`src/rtl/chacha_stream_ctrl.sv`:
```
// ChaCha20 keystream sequencer: loads the block core, drains bytes, steps the counter.
// Optional CHACHA_CTRL_XOR_EN: XOR a message stream into the keystream output.
module chacha_stream_ctrl #(
  parameter int NBLK_W = 8,
  parameter int CTR_W  = 32
) (
  input  logic              clk,
  input  logic              rst,
  input  logic              cfg_we,
  input  logic [5:0]        cfg_addr,
  input  logic [7:0]        cfg_data,
  input  logic              start,
  input  logic              abort,
  input  logic [NBLK_W-1:0] num_blocks,
  output logic              busy,
  output logic              done,
  output logic              ctr_wrap,
  output logic              blk_rst,
  output logic [7:0]        blk_data_in,
  output logic              blk_write,
  output logic              blk_read,
  input  logic              blk_ready,
  input  logic [7:0]        blk_data_out,
  output logic [7:0]        ks_data,
  output logic              ks_valid,
`ifdef CHACHA_CTRL_XOR_EN
  input  logic [7:0]        msg_data,
  input  logic              msg_valid,
  output logic              msg_ready,
`endif
  input  logic              ks_ready
);

  localparam logic [1:0] S_IDLE   = 2'd0;
  localparam logic [1:0] S_LOAD   = 2'd1;
  localparam logic [1:0] S_WAIT   = 2'd2;
  localparam logic [1:0] S_STREAM = 2'd3;

  localparam logic [127:0] SIGMA =
    128'h6b206574_79622d32_3320646e_61707865;

  logic [1:0]        r_state;
  logic [5:0]        r_idx;
  logic [255:0]      r_key;
  logic [95:0]       r_nonce;
  logic [CTR_W-1:0]  r_ctr;
  logic [NBLK_W-1:0] r_left;
  logic              r_inf;
  logic              r_done;
  logic              r_wrap;
  logic              r_blk_rst;

  logic [31:0]  w_ctr32;
  logic [31:0]  w_ctr_wr;
  logic [5:0]   w_noff;
  logic [511:0] w_state;
  logic         w_stream;
  logic         w_last;

  assign w_ctr32  = 32'(r_ctr);
  assign w_noff   = cfg_addr - 6'd32;
  assign w_state  = {r_nonce, w_ctr32, r_key, SIGMA};
  assign w_stream = (r_state == S_STREAM);

  always_comb begin
    w_ctr_wr = w_ctr32;
    w_ctr_wr[{cfg_addr[1:0], 3'b000} +: 8] = cfg_data;
  end

  assign busy        = (r_state != S_IDLE);
  assign done        = r_done;
  assign ctr_wrap    = r_wrap;
  assign blk_rst     = r_blk_rst;
  assign blk_write   = (r_state == S_LOAD);
  assign blk_data_in = w_state[{r_idx, 3'b000} +: 8];

`ifdef CHACHA_CTRL_XOR_EN
  assign ks_data   = blk_data_out ^ msg_data;
  assign ks_valid  = w_stream & msg_valid;
  assign msg_ready = w_stream & ks_ready;
`else
  assign ks_data   = blk_data_out;
  assign ks_valid  = w_stream;
`endif

  assign blk_read = ks_valid & ks_ready;
  assign w_last   = blk_read & (r_idx == 6'd63);

  // Block core is held in reset during rst and for one cycle after an abort.
  always_ff @(posedge clk) begin
    if (rst) r_blk_rst <= 1'b1;
    else     r_blk_rst <= abort & busy;
  end

  always_ff @(posedge clk) begin
    if (rst) begin
      r_state <= S_IDLE;
      r_idx   <= '0;
      r_key   <= '0;
      r_nonce <= '0;
      r_ctr   <= '0;
      r_left  <= '0;
      r_inf   <= 1'b0;
      r_done  <= 1'b0;
      r_wrap  <= 1'b0;
    end else begin
      r_done <= 1'b0;
      if (r_state == S_IDLE) begin
        if (cfg_we) begin
          if (cfg_addr < 6'd32)
            r_key[{cfg_addr[4:0], 3'b000} +: 8] <= cfg_data;
          else if (cfg_addr < 6'd44)
            r_nonce[{w_noff[3:0], 3'b000} +: 8] <= cfg_data;
          else if (cfg_addr < 6'd48)
            r_ctr <= CTR_W'(w_ctr_wr);
        end
        if (start && !abort) begin
          r_state <= S_LOAD;
          r_idx   <= '0;
          r_left  <= num_blocks;
          r_inf   <= (num_blocks == '0);
          r_wrap  <= 1'b0;
        end
      end else if (abort) begin
        r_state <= S_IDLE;
        r_idx   <= '0;
      end else begin
        case (r_state)
          S_LOAD: begin
            r_idx <= r_idx + 6'd1;
            if (r_idx == 6'd63) r_state <= S_WAIT;
          end
          S_WAIT: begin
            if (blk_ready) r_state <= S_STREAM;
          end
          S_STREAM: begin
            if (blk_read) r_idx <= r_idx + 6'd1;
            // A wrapped counter would repeat keystream, so the run stops here.
            if (w_last) begin
              if (&r_ctr) begin
                r_ctr   <= '0;
                r_wrap  <= 1'b1;
                r_state <= S_IDLE;
              end else begin
                r_ctr  <= r_ctr + 1'b1;
                r_left <= r_left - 1'b1;
                if (!r_inf && r_left == NBLK_W'(1)) begin
                  r_state <= S_IDLE;
                  r_done  <= 1'b1;
                end else begin
                  r_state <= S_LOAD;
                end
              end
            end
          end
          default: r_state <= S_IDLE;
        endcase
      end
    end
  end

endmodule

```
`config.mk`:
```
export PLATFORM = sky130hd
export DESIGN_NAME = chacha_stream_ctrl
export DESIGN_NICKNAME = d
export VERILOG_FILES = /design/src/rtl/chacha_stream_ctrl.sv
export SDC_FILE = /design/constraint.sdc
export NUM_CORES = 1
export LEC_CHECK = 0
export ABC_AREA = 1
export CAP_MARGIN = 25
export CORE_MARGIN = 1.5
export CORE_UTILIZATION = 40
export CTS_BUF_LIST = sky130_fd_sc_hd__clkbuf_16
export DETAILED_ROUTE_END_ITERATION = 12
export DONT_BUFFER_PORTS = 1
export GPL_ROUTABILITY_DRIVEN = 0
export PLACE_DENSITY = 0.57
export SLEW_MARGIN = 15
export SYNTH_ARGS = -nofsm -noshare
export SYNTH_HDL_FRONTEND = slang
export SYNTH_SLANG_ARGS = --single-unit
```
`constraint.sdc`:
```
create_clock -name clk -period 4.7 [get_ports clk]
set_input_delay 0.94 -clock clk [delete_from_list [all_inputs] [get_ports clk]]
set_output_delay 0.94 -clock clk [all_outputs]
set_load 0.05 [all_outputs]
```
==> reports/qor.txt, run 1 <==
status - complete, no violations
CTS resizes - 0
Tightest Pin Transition - 1.14 ns
setup violators final - 0
Sum Neg Setup Slack - 0 ns
Non-Filler Instances - 4169
dominant synthesized flop cell - dfxtp_1
Worst slew margin - 23.6%
CP cell instances - buf_12 -> nor2_1 -> nor3_1 -> nor2_1 -> nand2_1 -> nand3_1 -> nand2_1 -> inv_1 -> nor2_1 -> buf_4
unrepaired setup endpoints after global routing - false
M1 GR Usage - 45.2%
cts hold-fix bufs - 0
# diodes - 0
GRT met3 Usage - 5.44%
DR iter-0 viols - 3142
Reg2Reg Launch Point - r_idx[0]
Synthesized Nets - 3593
CTS Sinks - 404
share of the synthesized area in the top cell type - 37.1%
via/cell ratio - 5.54
Synth Area per Inst - 6.16 sq um
1st-pass router iterations - 6
Post-synth EDFFs - 0
utilization after layout - 44.3%
Critical Path RT - 3.76 ns
ANT nets after route - 0
gr busiest metal - met2
PD cells - 497 mW/mm^2
hpwl dp - 63.6 mm
share of cells above drive strength 1 - 5.41%
most common cell after layout, fill and taps aside - nor2_1
hold-critical path depth - 1
min cycle time layout - 4.34 ns
Yosys reg bits - 404
clk root buf - clkbuf_16
Fin Clk Skew - 0.0152 ns
Synth cell types - 40
Longest Clk Path Bufs - 3
critical path type - register to output port
crit-path max cell delay - 0.48 ns
H-tree depth - 2
number of antenna violations at the first check in global routing - 0
placed cell count - 4081
VDD IR max - 0.310 mV
Slowest cell on crit path - buf_12
Starting Density - 40.5%
crit path launch type - register
total CTS buffers - 48
Hold Violations, Final - 0
CTS tree - built
Cell Area, Synth - 0.0218 sq mm
CP max FO - 148
FF-to-FF End - r_ctr[21]
synth top area cells - dfxtp_1, nor2_1, nand2_1
fmax - 0.230 GHz
setup ws final - 0.356 ns
Vias - 23100
Final Power - 11.8 mW
WP data arrival - 3.40 ns
Post-Syn Instances - 3538
largest net degree at the start of global routing - 149
Leak - 10.3 nW
DRC - 0
clock transition at the registers of the reported paths - 0.06 ns
share of the yosys chip area belonging to registers - 37.1%
Place WS - 0.975 ns
drt wl/cell - 21.7 um
biggest area consumer among synthesized cells - dfxtp_1
Worst setup EP type - output port
Reg2Reg Setup Slack - 1.45 ns
post-CTS setup buffers - 0
CP dominant cell by count - nor2_1
period utilization - 92.4%
MaxCap Viol Count - 0
most frequent cells in the layout - nor2_1, nand2_1, dfxtp_1, o21ai_0, inv_1
PortBufs - 0
Die Wd - 237 um
R2R depth - 10
hold path start - rst
DIE AREA - 0.0559 sq mm
total grt overflow - 0
I/O Pins - 60
Tot GR Track Use - 31.7%
WL final - 90.5 mm
worst-skew pair later-pin latency - 0.60 ns
Layout Area Growth over Synthesis - 9.23%
CORE AREA - 0.0538 sq mm
Placed Area - 0.0223 sq mm
routing usage on met2 - 45.9%
WHS Endpoint - r_nonce[34]
Slew Limit Fails - 0
Total Nets Final - 3490
row cnt - 85
final hold slack - 0.447 ns
vias in the first global route - 20700
post-route cell area - 0.0238 sq mm
synth warn - 0
first-pass GRT wire length - 134 mm
Die H - 237 um
Async SR Flop Fraction - 0%
Hold WC Path Type - input pin to register
-- sequential cells by signal, indices dropped and copies added, names as in the netlist --
name and cells:
r_nonce 96, r_idx 6, blk_rst 1, ctr_wrap 1
r_ctr 32, r_state 2, r_inf 1, r_left 8
r_key 256, done 1
-- synthesized netlist by cell type (2+ instances only) --
master / number
dfxtp_1: 404
xor2_1: 14
or2_2: 8
a21oi_1: 193
o21bai_1: 2
inv_2: 14
nor3b_1: 9
nor2_1: 857
clkbuf_1: 115
nand3_2: 4
nor4_1: 7
nand3_1: 156
buf_2: 51
nand2_1: 833
o21ai_0: 298
o211ai_1: 62
inv_1: 275
nand4_1: 20
nand2_2: 12
buf_4: 17
ha_1: 18
clkinv_1: 2
a211oi_1: 9
clkbuf_2: 2
buf_1: 12
nor2_2: 15
nand2_4: 2
nor3_1: 104
nor2_4: 10
nand3b_1: 3
-- kinds of logic after synthesis --
| logic type | count (synthesis) | share of synthesized area, % |
|---|---|---|
| DFF | 404 | 37.1 |
| AOI/OAI and AO/OA | 568 | 13.9 |
| xor gates and xnor gates | 15 | 0.602 |
| and+or+nand+nor | 2044 | 38.3 |
| buffers and inverters | 489 | 9.02 |
| adders and majority gates | 18 | 1.03 |
-- layer usage --
layer	part of all wire [%]	vias up	routed length (um)
met5	0	-	0
met4	5.2	0	4700
met3	10	234	9130
met2	41	1202	37100
met1	44	10700	39600
li1	-	11000	-
-- worst max-delay path by stage --
stage                            from             end  slack (ns)  cells after the start
after CTS                    r_idx[0]  blk_data_in[6]        0.51                     12
final                        r_idx[0]  blk_data_in[0]        0.36                     10
after global placement    cfg_addr[0]     r_nonce[22]        1.06                     11
after floorplan              r_idx[0]  blk_data_in[1]        1.38                     12
after detailed placement  cfg_addr[0]      r_key[168]        0.98                     12
after global routing         r_idx[2]  blk_data_in[6]        0.22                     12
-- where the power goes --
part | total [mW] | switching, mW | leakage (nW) | internal, mW
clock | 3.74 | 1.59 | 0.806 | 2.15
sequential | 3.85 | 0.240 | 3.26 | 3.61
combinational | 4.26 | 3.10 | 6.20 | 1.16
total | 11.8 | 4.93 | 10.3 | 6.92
-- cell type report --
cell class / instances / area (sq um)
fillers: 5855 / 30000
multi-input cells: 2645 / 11800
flip-flops and latches: 404 / 8090
clock buffers: 49 / 1230
inverters: 292 / 1110
well taps: 696 / 871
repair buffers: 44 / 468
clock inverters: 39 / 298
-- critical path: cells and delay by family, from the launching register on --
kind          cells  cell delay, ns
buf+inv           3            0.82
flops             1            0.39
simple gates      7            1.44
(Power assumes the default switching activity.)
==> run 2: changes to the inputs <==
==> constraint.sdc (replaced) <==
create_clock -name clk -period 5.27 [get_ports clk]
set_input_delay 1.054 -clock clk [delete_from_list [all_inputs] [get_ports clk]]
set_output_delay 1.054 -clock clk [all_outputs]
set_load 0.05 [all_outputs]
==> run 2 against run 1 <==
Against the previous run: hold slack better by 0.0019 ns; final area decreased by 0.39%; critical path type unchanged; clock power decreased by 7.8%; critical path depth unchanged; global-route usage increased by 0.60 points; sequential power decreased by 9.9%; wire length rose by 1.8%; cell count fell by 0.17%; count of clock-buffer cells in the layout unchanged; sequential share of layout area rose by 0.13 points; non-clock buffer count is 6 lower; clock skew up 0.014 ns; largest power group unchanged.
==> reports/qor.txt, run 2 (synthesis gave the netlist of run 1 again) <==
Tot GR Track Use - 32.3% (+0.60 points)
Final Power - 10.6 mW (-11%)
MaxCap Viol Count - 0 (unchanged)
largest reg by FF count - r_key
Switching Fraction - 41.7% (+0.068 points)
total CTS buffers - 48 (unchanged)
CTS resizes - 0 (unchanged)
via/cell ratio - 5.61 (+1.2%)
I/O Pins - 60 (unchanged)
biggest regs - r_key: 256 flops, r_nonce: 96 flops, r_ctr: 32 flops
FF-to-FF End - r_key[51]
DR iter-0 viols - 3001 (-4.5%)
max FFs per register - 256 (unchanged)
clk root buf - clkbuf_16
largest net degree at the start of global routing - 160 (+7.4%)
Hold WC Path Type - register to register
DRC - 0 (unchanged)
hpwl dp - 64.6 mm (+1.5%)
critical path type - register to output port
number of antenna violations at the first check in global routing - 0 (unchanged)
Filler cells - 5871 (+0.27%)
Top Family by Delay on Critical Path - simple AND/OR/NAND/NOR gates
Worst setup EP type - output port
Psw - 4.41 mW (-11%)
Layout Area Growth over Synthesis - 8.80%
DIE AREA - 0.0559 sq mm (unchanged)
Slew Limit Fails - 0 (unchanged)
WP data arrival - 3.63 ns (+0.23 ns)
fmax - 0.214 GHz
H-tree depth - 2 (unchanged)
setup ws final - 0.589 ns (+0.234 ns)
CTS tree - built
CP Launch Point - r_idx[0]
crit path launch type - register
period utilization - 88.8%
first-pass GRT wire length - 137 mm (+1.8%)
setup violators final - 0 (unchanged)
crit-path max cell delay - 0.75 ns (+0.27 ns)
Tightest Pin Transition - 1.02 ns (-0.125 ns)
Logic pwr share - 34.7% (-1.2 points)
Place WS - 1.28 ns (+0.307 ns)
Clk pwr share - 32.6% (+1.0 points)
row cnt - 85 (unchanged)
Longest Clk Path Bufs - 3 (unchanged)
Fin Clk Skew - 0.0290 ns (+0.0137 ns)
Total Nets Final - 3484 (-0.17%)
crit path buf inv count - 3 (unchanged)
drt wl/cell - 22.1 um (+1.9%)
PortBufs - 0 (unchanged)
CTS Sinks - 404 (unchanged)
cts hold-fix bufs - 0 (unchanged)
Slowest cell on crit path - buf_4
clock transition at the registers of the reported paths - 0.06 ns (about the same)
VDD IR max - 0.272 mV (-12%)
Leak - 10.2 nW (-0.67%)
CP dominant cell by count - nor2_1
min cycle time layout - 4.68 ns
CORE AREA - 0.0538 sq mm (unchanged)
vias in the first global route - 21000 (+1.3%)
Die H - 237 um (unchanged)
WL final - 92.1 mm (+1.8%)
R2R depth - 12 (+2)
Sum Neg Setup Slack - 0 ns (unchanged)
worst-skew pair later-pin latency - 0.61 ns (about the same)
unrepaired setup endpoints after global routing - false
most common cell after layout, fill and taps aside - nor2_1
share of cells above drive strength 1 - 5.25% (-0.16 points)
most frequent cells in the layout - nor2_1, nand2_1, dfxtp_1, o21ai_0, inv_1
Critical Path RT - 4.22 ns (+0.46 ns)
Hold Violations, Final - 0 (unchanged)
ANT nets after route - 0 (unchanged)
worst setup path endpoint - blk_data_in[0]
Vias - 23400 (+1.0%)
CP max FO - 86 (-42%)
PD cells - 446 mW/mm^2 (-10%)
1st-pass router iterations - 8 (+2)
status - complete, no violations
post-CTS setup buffers - 0 (unchanged)
Reg2Reg Setup Slack - 1.46 ns (about the same)
placed cell count - 4073 (-0.20%)
Non-Filler Instances - 4162 (-0.17%)
total grt overflow - 0 (unchanged)
Starting Density - 40.5% (unchanged)
Flop pwr share - 32.8% (+0.3 points)
Register Area - 0.00809 sq mm (unchanged)
Multi-input gate area - 0.0118 sq mm (about the same)
Internal - 6.17 mW (-11%)
WP depth - 10 (unchanged)
Reg2Reg Launch Point - r_state[0]
Die Wd - 237 um (unchanged)
Worst slew margin - 31.8% (+8.2 points)
CP cell instances - buf_4 -> nor2_1 -> nor3_1 -> nor2_1 -> nand2_1 -> nand3_1 -> nand2_1 -> inv_1 -> nor2_1 -> buf_4
## run 2: cell types whose count changed in the layout (fill, tap and decap cells not counted), sizes merged
| cell | before | now |
|---|---|---|
| buf | 44 | 38 |
| bufinv | 5 | 7 |
| clkinv | 21 | 23 |
| diode | 0 | 1 |
| inv | 304 | 298 |
## run 2: routing by layer
metal / global-route usage, % / wire length [um]
met1: 45.6 / 40000
met2: 46.5 / 37500
met3: 6.60 / 9510
met4: 16.4 / 5110
met5: 0 / 0
## run 2: power groups by stage
stage	Combinational [mW]	Sequential [mW]	Clock (mW)
2_1_floorplan	2.52	3.41	0
3_3_place_gp	3.56	3.53	0
3_5_place_dp	3.54	3.53	0
4_1_cts	3.55	3.46	3.46
5_1_grt	3.98	3.49	3.58
6_report	3.67	3.47	3.45
## run 2: metrics by stage
stage               util, %  hold slack, ns  cell area, sq um
floorplan                 -           0.424             21800
global placement       41.1           0.438             22100
detailed placement     41.1           0.437             22100
CTS                    44.1           0.446             23700
global route           44.1           0.467             23700
finish                 44.1           0.449             23700
## run 2: worst min-delay path by stage
stage,startpoint,endpoint,slack [ns],cells past startpoint
after floorplan,r_nonce[0],r_nonce[0],0.42,2
after global placement,r_nonce[95],r_nonce[95],0.44,2
after detailed placement,r_nonce[95],r_nonce[95],0.44,2
after CTS,r_nonce[95],r_nonce[95],0.45,2
after global routing,r_nonce[24],r_nonce[24],0.47,2
final,r_nonce[89],r_nonce[89],0.45,2
## run 2: area by class of cell
type | count | area share, %
Clock inverter | 37 | 1.47
Tap cell | 696 | 3.67
Sequential cell | 404 | 34.1
Multi-Input combinational cell | 2645 | 49.6
Inverter | 292 | 4.67
Timing Repair Buffer | 38 | 1.33
Clock buffer | 49 | 5.17
Antenna cell | 1 | 0.0105
## run 2: tightest hold or removal path, delay by kind of cell, from the launching register on
kind | cells | cell delay, ns
DFF | 1 | 0.31
buffers and inverters | 1 | 0.05
AOI/OAI and AO/OA | 1 | 0.05
